### config.mk
export PLATFORM = sky130hd
export DESIGN_NAME = seg7_scan_driver
export DESIGN_NICKNAME = d
export VERILOG_FILES = /design/src/rtl/seg7_scan_driver.sv
export SDC_FILE = /design/constraint.sdc
export NUM_CORES = 1
export LEC_CHECK = 0
export CORE_AREA = 10 10 143 178
export DETAILED_ROUTE_END_ITERATION = 12
export DIE_AREA = 0 0 153 188
export PLACE_DENSITY = 0.64
export SKIP_LAST_GASP = 1
export SLEW_MARGIN = 10
export SYNTH_ARGS = -nofsm -noshare
export SYNTH_HDL_FRONTEND = slang
export SYNTH_SLANG_ARGS = --single-unit
export TNS_END_PERCENT = 5
### constraint.sdc
create_clock -name clk -period 2.91 [get_ports clk]
set_input_delay 0.582 -clock clk [delete_from_list [all_inputs] [get_ports clk]]
set_output_delay 0.582 -clock clk [all_outputs]
set_load 0.01 [all_outputs]
### src/rtl/seg7_scan_driver.sv
// Multiplexed 8-digit active-low hex display driver with a double-buffered value.
// A new word is committed only at the end of a full scan frame.
module seg7_digit_enc #(
  parameter bit BLANK_LZ = 1'b1
) (
  input  logic [3:0] nib,
  input  logic       en,
  input  logic       dp,
  input  logic       lz,     // this digit and every digit above it are zero
  output logic       blank,
  output logic [7:0] cat
);
  logic [6:0] hex;

  always_comb begin
    hex = 7'h7F;
    unique case (nib)
      4'h0: hex = 7'h40;
      4'h1: hex = 7'h79;
      4'h2: hex = 7'h24;
      4'h3: hex = 7'h30;
      4'h4: hex = 7'h19;
      4'h5: hex = 7'h12;
      4'h6: hex = 7'h02;
      4'h7: hex = 7'h78;
      4'h8: hex = 7'h00;
      4'h9: hex = 7'h10;
      4'hA: hex = 7'h08;
      4'hB: hex = 7'h03;
      4'hC: hex = 7'h46;
      4'hD: hex = 7'h21;
      4'hE: hex = 7'h06;
      4'hF: hex = 7'h0E;
    endcase
  end

  assign blank = !en || (BLANK_LZ && lz);
  assign cat   = {~dp, hex};
endmodule

module seg7_scan_driver #(
  parameter int SCAN_DIV = 50000,
  parameter bit BLANK_LZ = 1'b1
) (
  input  logic        clk,
  input  logic        rst,
  input  logic        data_wr,
  input  logic        ctrl_wr,
  input  logic [31:0] wdata,
  output logic [31:0] disp_value,
  output logic        busy,
  output logic [7:0]  seg_an,
  output logic [7:0]  seg_cat
);
  localparam int NUM_DIGITS = 8;
  localparam int DIV_W      = (SCAN_DIV > 2) ? $clog2(SCAN_DIV) : 1;

  logic [DIV_W-1:0] div_cnt;
  logic [2:0]       idx;
  logic [31:0]      pending, committed;
  logic [7:0]       en_mask, dp_mask;

  logic wrap, boundary;
  assign wrap     = (div_cnt == DIV_W'(SCAN_DIV - 1));
  assign boundary = wrap && (idx == 3'd7);

  logic [NUM_DIGITS-1:0]      dig_blank;
  logic [NUM_DIGITS-1:0][7:0] dig_cat;

  for (genvar d = 0; d < NUM_DIGITS; d++) begin : g_dig
    logic lz;
    // Digit 0 always shows, so a zero value still displays "0".
    if (d == 0) begin : g_lsd
      assign lz = 1'b0;
    end else begin : g_upper
      assign lz = (committed[31:4*d] == '0);
    end
    seg7_digit_enc #(.BLANK_LZ(BLANK_LZ)) u_enc (
      .nib   (committed[4*d +: 4]),
      .en    (en_mask[d]),
      .dp    (dp_mask[d]),
      .lz    (lz),
      .blank (dig_blank[d]),
      .cat   (dig_cat[d])
    );
  end

  logic [7:0] an_nxt, cat_nxt;
  always_comb begin
    an_nxt  = 8'hFF;
    cat_nxt = 8'hFF;
    if (!dig_blank[idx]) begin
      an_nxt  = ~(8'h01 << idx);
      cat_nxt = dig_cat[idx];
    end
  end

  always_ff @(posedge clk) begin
    if (rst) begin
      div_cnt   <= '0;
      idx       <= '0;
      pending   <= '0;
      committed <= '0;
      busy      <= 1'b0;
      en_mask   <= 8'hFF;
      dp_mask   <= 8'h00;
      seg_an    <= 8'hFF;
      seg_cat   <= 8'hFF;
    end else begin
      div_cnt <= wrap ? '0 : div_cnt + 1'b1;
      if (wrap) idx <= idx + 3'd1;
      if (boundary && busy) committed <= pending;
      // A write on the boundary lands after the commit and waits a full frame.
      if (data_wr) begin
        pending <= wdata;
        busy    <= 1'b1;
      end else if (boundary) begin
        busy <= 1'b0;
      end
      if (ctrl_wr) begin
        en_mask <= wdata[7:0];
        dp_mask <= wdata[15:8];
      end
      seg_an  <= an_nxt;
      seg_cat <= cat_nxt;
    end
  end

  assign disp_value = committed;
endmodule
# After elaboration in Yosys (flattened, before gate mapping)
# Memory sizes are Yosys's and may differ from the RTL's. A register that Yosys moved wholly into a read port is not among the register bits.
# Cells that the tools add are included.
[op_classes]
n_addsub = 2
multipliers = 0
div_mod_pow = 0
n_lt_le_gt_ge = 1
eq_ne = 2
n_shift = 1
muxes = 22
bitwise_logic = 9
reduce_logical = 27
[op_table]
columns = ["cell", "n"]
rows = [
  ["4-bit 2-to-1 mux", 16],
  ["28-bit logical NOT", 1],
  ["8-bit binary-select mux with 3-bit select", 1],
  ["24-bit logical NOT", 1],
  ["20-bit logical NOT", 1],
  ["16-bit by 1-bit adder with 16-bit output (second input constant)", 1],
  ["16-bit equality test (second input constant)", 1],
  ["16-bit logical NOT", 1],
  ["12-bit logical NOT", 1],
  ["1-bit logical NOT", 8],
  ["8-bit logical NOT", 1],
  ["8-bit 2-to-1 mux", 1],
  ["1-bit inverter", 8],
  ["8-bit inverter", 1],
  ["1-bit by 3-bit left shift with 8-bit output (first input constant)", 1],
  ["1-bit logical OR", 7],
  ["4-bit logical NOT", 1],
  ["3-bit by 4-bit < comparator with 1-bit output (second input constant)", 1],
  ["2-bit OR reduction", 2],
  ["3-bit by 1-bit adder with 3-bit output (second input constant)", 1],
  ["1-bit binary-select mux with 3-bit select", 1],
  ["3-bit equality test (second input constant)", 1],
  ["1-bit 2-to-1 mux", 3],
  ["1-bit logical AND", 2],
  ["2-bit nonzero test", 1],
]
[totals]
register_bits = 116
latch_bits = 0
mem_bits_rw = 0
rom_bits = 896
in_bits = 36
output_inout_bits = 49
word_cells = 81
mem_count = 8
[mem_list]
columns = ["memory", "words", "word_bits", "rd", "rd_clocked_by_memory_dff", "write_ports", "line_no", "source"]
rows = [
  ["(no name shown)", 16, 7, 1, 1, 0, "17", "unique case (nib)"],
  ["(no name shown)", 16, 7, 1, 1, 0, "17", ""],
  ["(no name shown)", 16, 7, 1, 1, 0, "17", ""],
  ["(no name shown)", 16, 7, 1, 1, 0, "17", ""],
  ["(no name shown)", 16, 7, 1, 1, 0, "17", ""],
  ["(no name shown)", 16, 7, 1, 1, 0, "17", ""],
  ["2 more memories", "-", "-", "-", "-", "-", "-", ""],
]

# Logic depth before layout (Yosys ltp)
# Gate-level depths: netlist of the first run.
[logic_depth]
word_depth = 5
depth_mapped = 13
ltp_nobuf = 12

# By module
# From an unflattened synthesis of the first run, not the netlist that was laid out.
[hier_totals]
cells_unflattened = 769
hier_area_um2 = 7427.1
[modules_own_cells]
columns = ["mod", "instances", "cells_each", "area_per_inst_um2", "seq_area_each_um2"]
rows = [
  ["seg7_scan_driver", 1, 494, 5172.5, 2322.2],
  ["seg7_digit_enc at g_dig[0].u_enc ...", 7, 34, 285.3, 0.0],
  ["seg7_digit_enc at g_dig[2].u_enc", 1, 37, 257.7, 0.0],
]

# Worst setup path before layout of the first run
# Ideal clock, no wire load.
[synth_path]
path_type = "reg2reg"
start = "reg div_cnt[11]"
end = "reg g_dig[1].u_enc.hex[3] (netlist name)"
setup_ps = 134
arrival_time_ps = 3034
t_required_ps = 2776
slack_ps = -258
path_stages_with_launch = 11
n_path_buf = 2
period_less_slack_ps = 3168
cell_sequence = "dfxtp_1 -> or4b_4 -> or4_4 -> nor2_4 -> buf_2 -> buf_2 -> nand2_1 -> a21oi_1 -> inv_1 -> ha_1 -> mux4_2"
[synth_between]
elab_chain_cells = 5
[synth_rtl]
columns = ["item", "line_no", "source"]
rows = [
  ["start: declaration", "58", "logic [DIV_W-1:0] div_cnt;"],
  ["start signal: assignment", "110", "div_cnt <= wrap ? '0 : div_cnt + 1'b1;"],
  ["16-bit equality test", "64", "assign wrap = (div_cnt == DIV_W'(SCAN_DIV - 1));"],
  ["1-bit logical AND", "65", "assign boundary = wrap && (idx == 3'd7);"],
  ["1-bit logical AND", "112", "if (boundary && busy) committed <= pending;"],
  ["4-bit 2-to-1 mux (no source line) (2 in series)", "-", ""],
]
# No other way between the ends.
# A chain may end at the register's enable or synchronous reset.

# Worst setup path after layout of the first run
[layout_path]
start = "reg div_cnt[4]"
end = "reg g_dig[6].u_enc.hex[3] (netlist name)"
[layout_between]
elab_chain_cells = 5
[layout_rtl]
columns = ["item", "line_no"]
rows = [
  ["16-bit equality test", "64"],
  ["1-bit logical AND", "65"],
  ["1-bit logical AND", "112"],
  ["4-bit 2-to-1 mux (no source line) (2 in series)", "-"],
]
# No other way between the ends.

==> results.txt, run 1 <==
The run finished, with violations left. The checks that failed: negative setup slack. In this run the core area contains 61 standard-cell rows. Wires add up to 25.86 mm.

The clock drives 172 sinks. Type of the setup path with the least slack: reg -> reg. Fill cells in the final layout number 2094. Prior to clock tree synthesis, the placed netlist has a worst setup slack of -0.07142 ns.

The die area came out at 28760 um2. For the number of design-rule violations left by the first detailed-router iteration, the log shows 691. The number of cells on the worst reg-to-reg path is 7. Period utilization: 1.000. The fraction of layout cells with a size suffix above 1 came out at 0.1627. The logs give 0.5333 for the relative slew slack and 0 for the post-detailed-route DRC marker count. In the final routed layout, each cell accounts on average for 18.78 um. Leaving out fill and tap cells, the most frequent cell in the layout is sky130_fd_sc_hd__dfxtp_1.

The logs give 4900 um2 for the multi-input gate area in the final layout and 3.22 ns for the required time at the worst-slack endpoint. Post-synthesis cell count: 945. The floorplan step defined a core boundary enclosing 21980 um2. The clock-pin slew reported for the worst setup and hold paths after clock tree synthesis is 0.07 ns. The logs give 0.3961 for the part of the Yosys area used for sequential elements and 7564 for the number of vias after detailed routing. The total power per unit cell area was 453.1 nW/um2. For the count of distinct cell types in the synthesized netlist, the log shows 58. The number of antenna diodes in the final layout is 0.

The Yosys warning count is 0, and the critical path buffer and inverter count is 1. The net count after synthesis is 1036. The tools report the maximum vdd drop as 0.0004007 V. The overall track demand over capacity in global routing came out at 0.1780.

For the final clock skew, the log shows 0.007625 ns. 85 I/O pins were placed. The fmax is 0.3435 GHz. The run gives 4.311 nW as the leakage power summed over all cells. At the worst endpoint, the arrival time is 3.22 ns.

The sequential standard cell area was 3443 um2. Synthesis inferred 172 register bits. The run gives 7516 as the number of global-route vias before repair.

The fraction of synthesis flops using an asynchronous set or reset pin was 0. Along the worst hold path, the cell count comes to 2. The count of buffers inserted at the top-level ports works out to 84.

The tools report the startpoint of the most critical setup path as div_cnt[4]. The tools report the source of the worst hold timing path as en_mask[3]. The top cell types in the final layout, fill and taps aside, are sky130_fd_sc_hd__dfxtp_1, sky130_fd_sc_hd__clkdlybuf4s50_1, sky130_fd_sc_hd__nand2_1, sky130_fd_sc_hd__buf_4, sky130_fd_sc_hd__nor2_1.

The number of hold violations in the final report was 0. Cell family with the largest share of critical-path delay: simple AND/OR/NAND/NOR gates. The sum of overflow across all layers after global routing was 0. The HPWL after detailed placement is 19.68 mm.

Initial core utilization: 0.3955. The tools report the number of setup violations in the final report as 1. The tools report the maximum level of the CTS H-tree as 4. The number of antenna violations at the first check in global routing is 0, and the worst-case setup margin in the final layout is -0.0008127 ns. After synthesis the cells add up to 8693 um2.

The type of destination of the critical path was a flip-flop. Setup repair after global routing could not meet its margin everywhere. After layout, the design draws a total of 0.004979 W. Across the run, the number of max-cap violations was 0. In this run, post-CTS hold repair placed 0 buffers. In the routed layout, each cell is associated on average with a via count of 5.493. In this run the worst hold path is classified as reg -> reg. The number of logic stages on the critical path including buffering is 7. The clock passes through at most 2 buffers.

TritonCTS built the clock tree. The clock buffer count from CTS was 17; the routability congestion estimate was 0.9582. The signal on the critical path passes through or4b_4 > or4_4 > buf_4 > o21ai_1 > a21oi_2 > ha_1 > mux4_2. STA classifies the critical path startpoint as a flip-flop. Width of the die: 153 um. For the maximum number of pins on one net before global-route repair, the log shows 36. Source of the worst register-to-register timing path: div_cnt[4]. In this design, the stage delay of the slowest critical-path cell is 0.56 ns.

The most used flip-flop cell after synthesis is sky130_fd_sc_hd__dfxtp_1. The first global-routing pass estimated 41.14 mm of wire. The number of pins exceeding their max-slew limit in the final report came out at 0. Once detail routing completed, the nets flagged for antenna violations numbered 0. The overall die height was 188 um. The relative area change from synthesis to final layout was 26.38%. At the pin with the least slew margin, the transition time is 0.6975 ns.

The first TritonRoute pass finished after 5 iterations. Clock tree root buffer cell: sky130_fd_sc_hd__clkbuf_16. For the worst-skew pair, the clock arrives at the later sink with an insertion delay of 0.44 ns. The cell type of the slowest stage on the worst timing path is sky130_fd_sc_hd__or4b_4. The final critical-path required period was 2.911 ns. Along the worst path, the maximum fanout reaches 25.

The number of nets in the final layout was 1173; the synthesized area per cell was 9.199 um2. The number of enable flip-flop cells after synthesis works out to 0.
[worst paths after layout]
check / endpoint / slack (ns)
min: en_mask[3] / 0.48
max reg2reg: g_dig[6].u_enc.hex[3] / -0.0008
min reg2reg: en_mask[3] / 0.48
max: g_dig[6].u_enc.hex[3] / -0.0008
[registers in the layout, summed over array words and instances, names as in the netlist]
signal,cells
busy,1
disp_value,32
div_cnt,16
dp_mask,8
en_mask,8
g_dig.u_enc.hex,56
idx,3
pending,32
seg_an,8
seg_cat,8
[what timing repair did]
item | in CTS | in global routing
setup buffers | 0 | 1
setup endpoints to repair | 8 | 48
gates resized for setup | 2 | 20
pin swaps | 0 | 3
[worst reg2reg max path, cell delays in order, from the launching register on]
cell,delay [ns]
sky130_fd_sc_hd__dfxtp_1,0.31
sky130_fd_sc_hd__or4b_4,0.56
sky130_fd_sc_hd__or4_4,0.46
sky130_fd_sc_hd__buf_4,0.26
sky130_fd_sc_hd__o21ai_1,0.25
sky130_fd_sc_hd__a21oi_2,0.15
sky130_fd_sc_hd__ha_1,0.35
sky130_fd_sc_hd__mux4_2,0.44
[per-layer routing]
metal,wire [um],up-vias,GRT usage
li1,-,3664,-
met1,10400,3567,0.1997
met2,13260,281,0.3195
met3,1362,52,0.03251
met4,846,0,0.07935
met5,0,-,0
[area by class of cell]
cell class | count | area share
Clock buffer | 19 | 0.04123
Multi-Input combinational cell | 666 | 0.4460
Clock inverter | 12 | 0.01162
Inverter | 62 | 0.02118
Sequential cell | 172 | 0.3134
Timing Repair Buffer | 163 | 0.1344
Tap cell | 283 | 0.03223
[logic make-up after synthesis]
kind of cell	synth area share
xor gates and xnor gates	0.01511
adders and majority gates	0.07916
buffers and inverters	0.04764
and+or+nand+nor	0.1645
DFF	0.3961
AOI/OAI and AO/OA	0.1677
muxes	0.1298
[power breakdown]
| part | total, W | switching [W] | internal, W |
|---|---|---|---|
| sequential | 0.00246 | 0.0000515 | 0.00241 |
| combinational | 0.000264 | 0.000132 | 0.000132 |
| clock | 0.00226 | 0.00101 | 0.00125 |
| total | 0.00498 | 0.00119 | 0.00379 |
[per-stage QoR]
step	std cells	setup TNS, ns	util	instance area, um2	hold slack, ns
2_1_floorplan	945	-0.4930	-	8717	0.4355
3_3_place_gp	1345	0	0.4710	10350	0.4546
5_1_grt	1377	-1.765	0.4998	10990	0.5051
4_1_cts	1376	-0.1969	0.4976	10940	0.4791
3_5_place_dp	1345	-0.1608	0.4710	10350	0.4601
6_report	1377	-0.0008127	0.4998	10990	0.4794
[synth_stat cells, types with 12 or more instances]
cell type	instances	share of area
sky130_fd_sc_hd__a21oi_1	78	0.045
sky130_fd_sc_hd__nand3_1	42	0.024
sky130_fd_sc_hd__nor2_1	73	0.032
sky130_fd_sc_hd__ha_1	55	0.079
sky130_fd_sc_hd__nand2_1	76	0.033
sky130_fd_sc_hd__o22ai_1	21	0.015
sky130_fd_sc_hd__mux4_2	23	0.060
sky130_fd_sc_hd__inv_1	60	0.026
sky130_fd_sc_hd__clkbuf_1	34	0.015
sky130_fd_sc_hd__o21ai_0	39	0.022
sky130_fd_sc_hd__nand2b_1	26	0.019
sky130_fd_sc_hd__a31oi_1	14	0.010
sky130_fd_sc_hd__a32o_1	12	0.014
sky130_fd_sc_hd__dfxtp_1	172	0.40
sky130_fd_sc_hd__mux2i_1	52	0.060
Power figures use the tool's default switching activity.
==> inputs of run 2 (changes only) <==
--- a/config.mk
+++ b/config.mk
@@ -6,6 +6,7 @@
 export NUM_CORES = 1
 export LEC_CHECK = 0
 export CORE_AREA = 10 10 143 178
+export CTS_CLUSTER_DIAMETER = 200
 export DETAILED_ROUTE_END_ITERATION = 12
 export DIE_AREA = 0 0 153 188
 export PLACE_DENSITY = 0.64
==> results of run 2 <==
The final DEF is identical to that of run 1; final timing and power are the same.
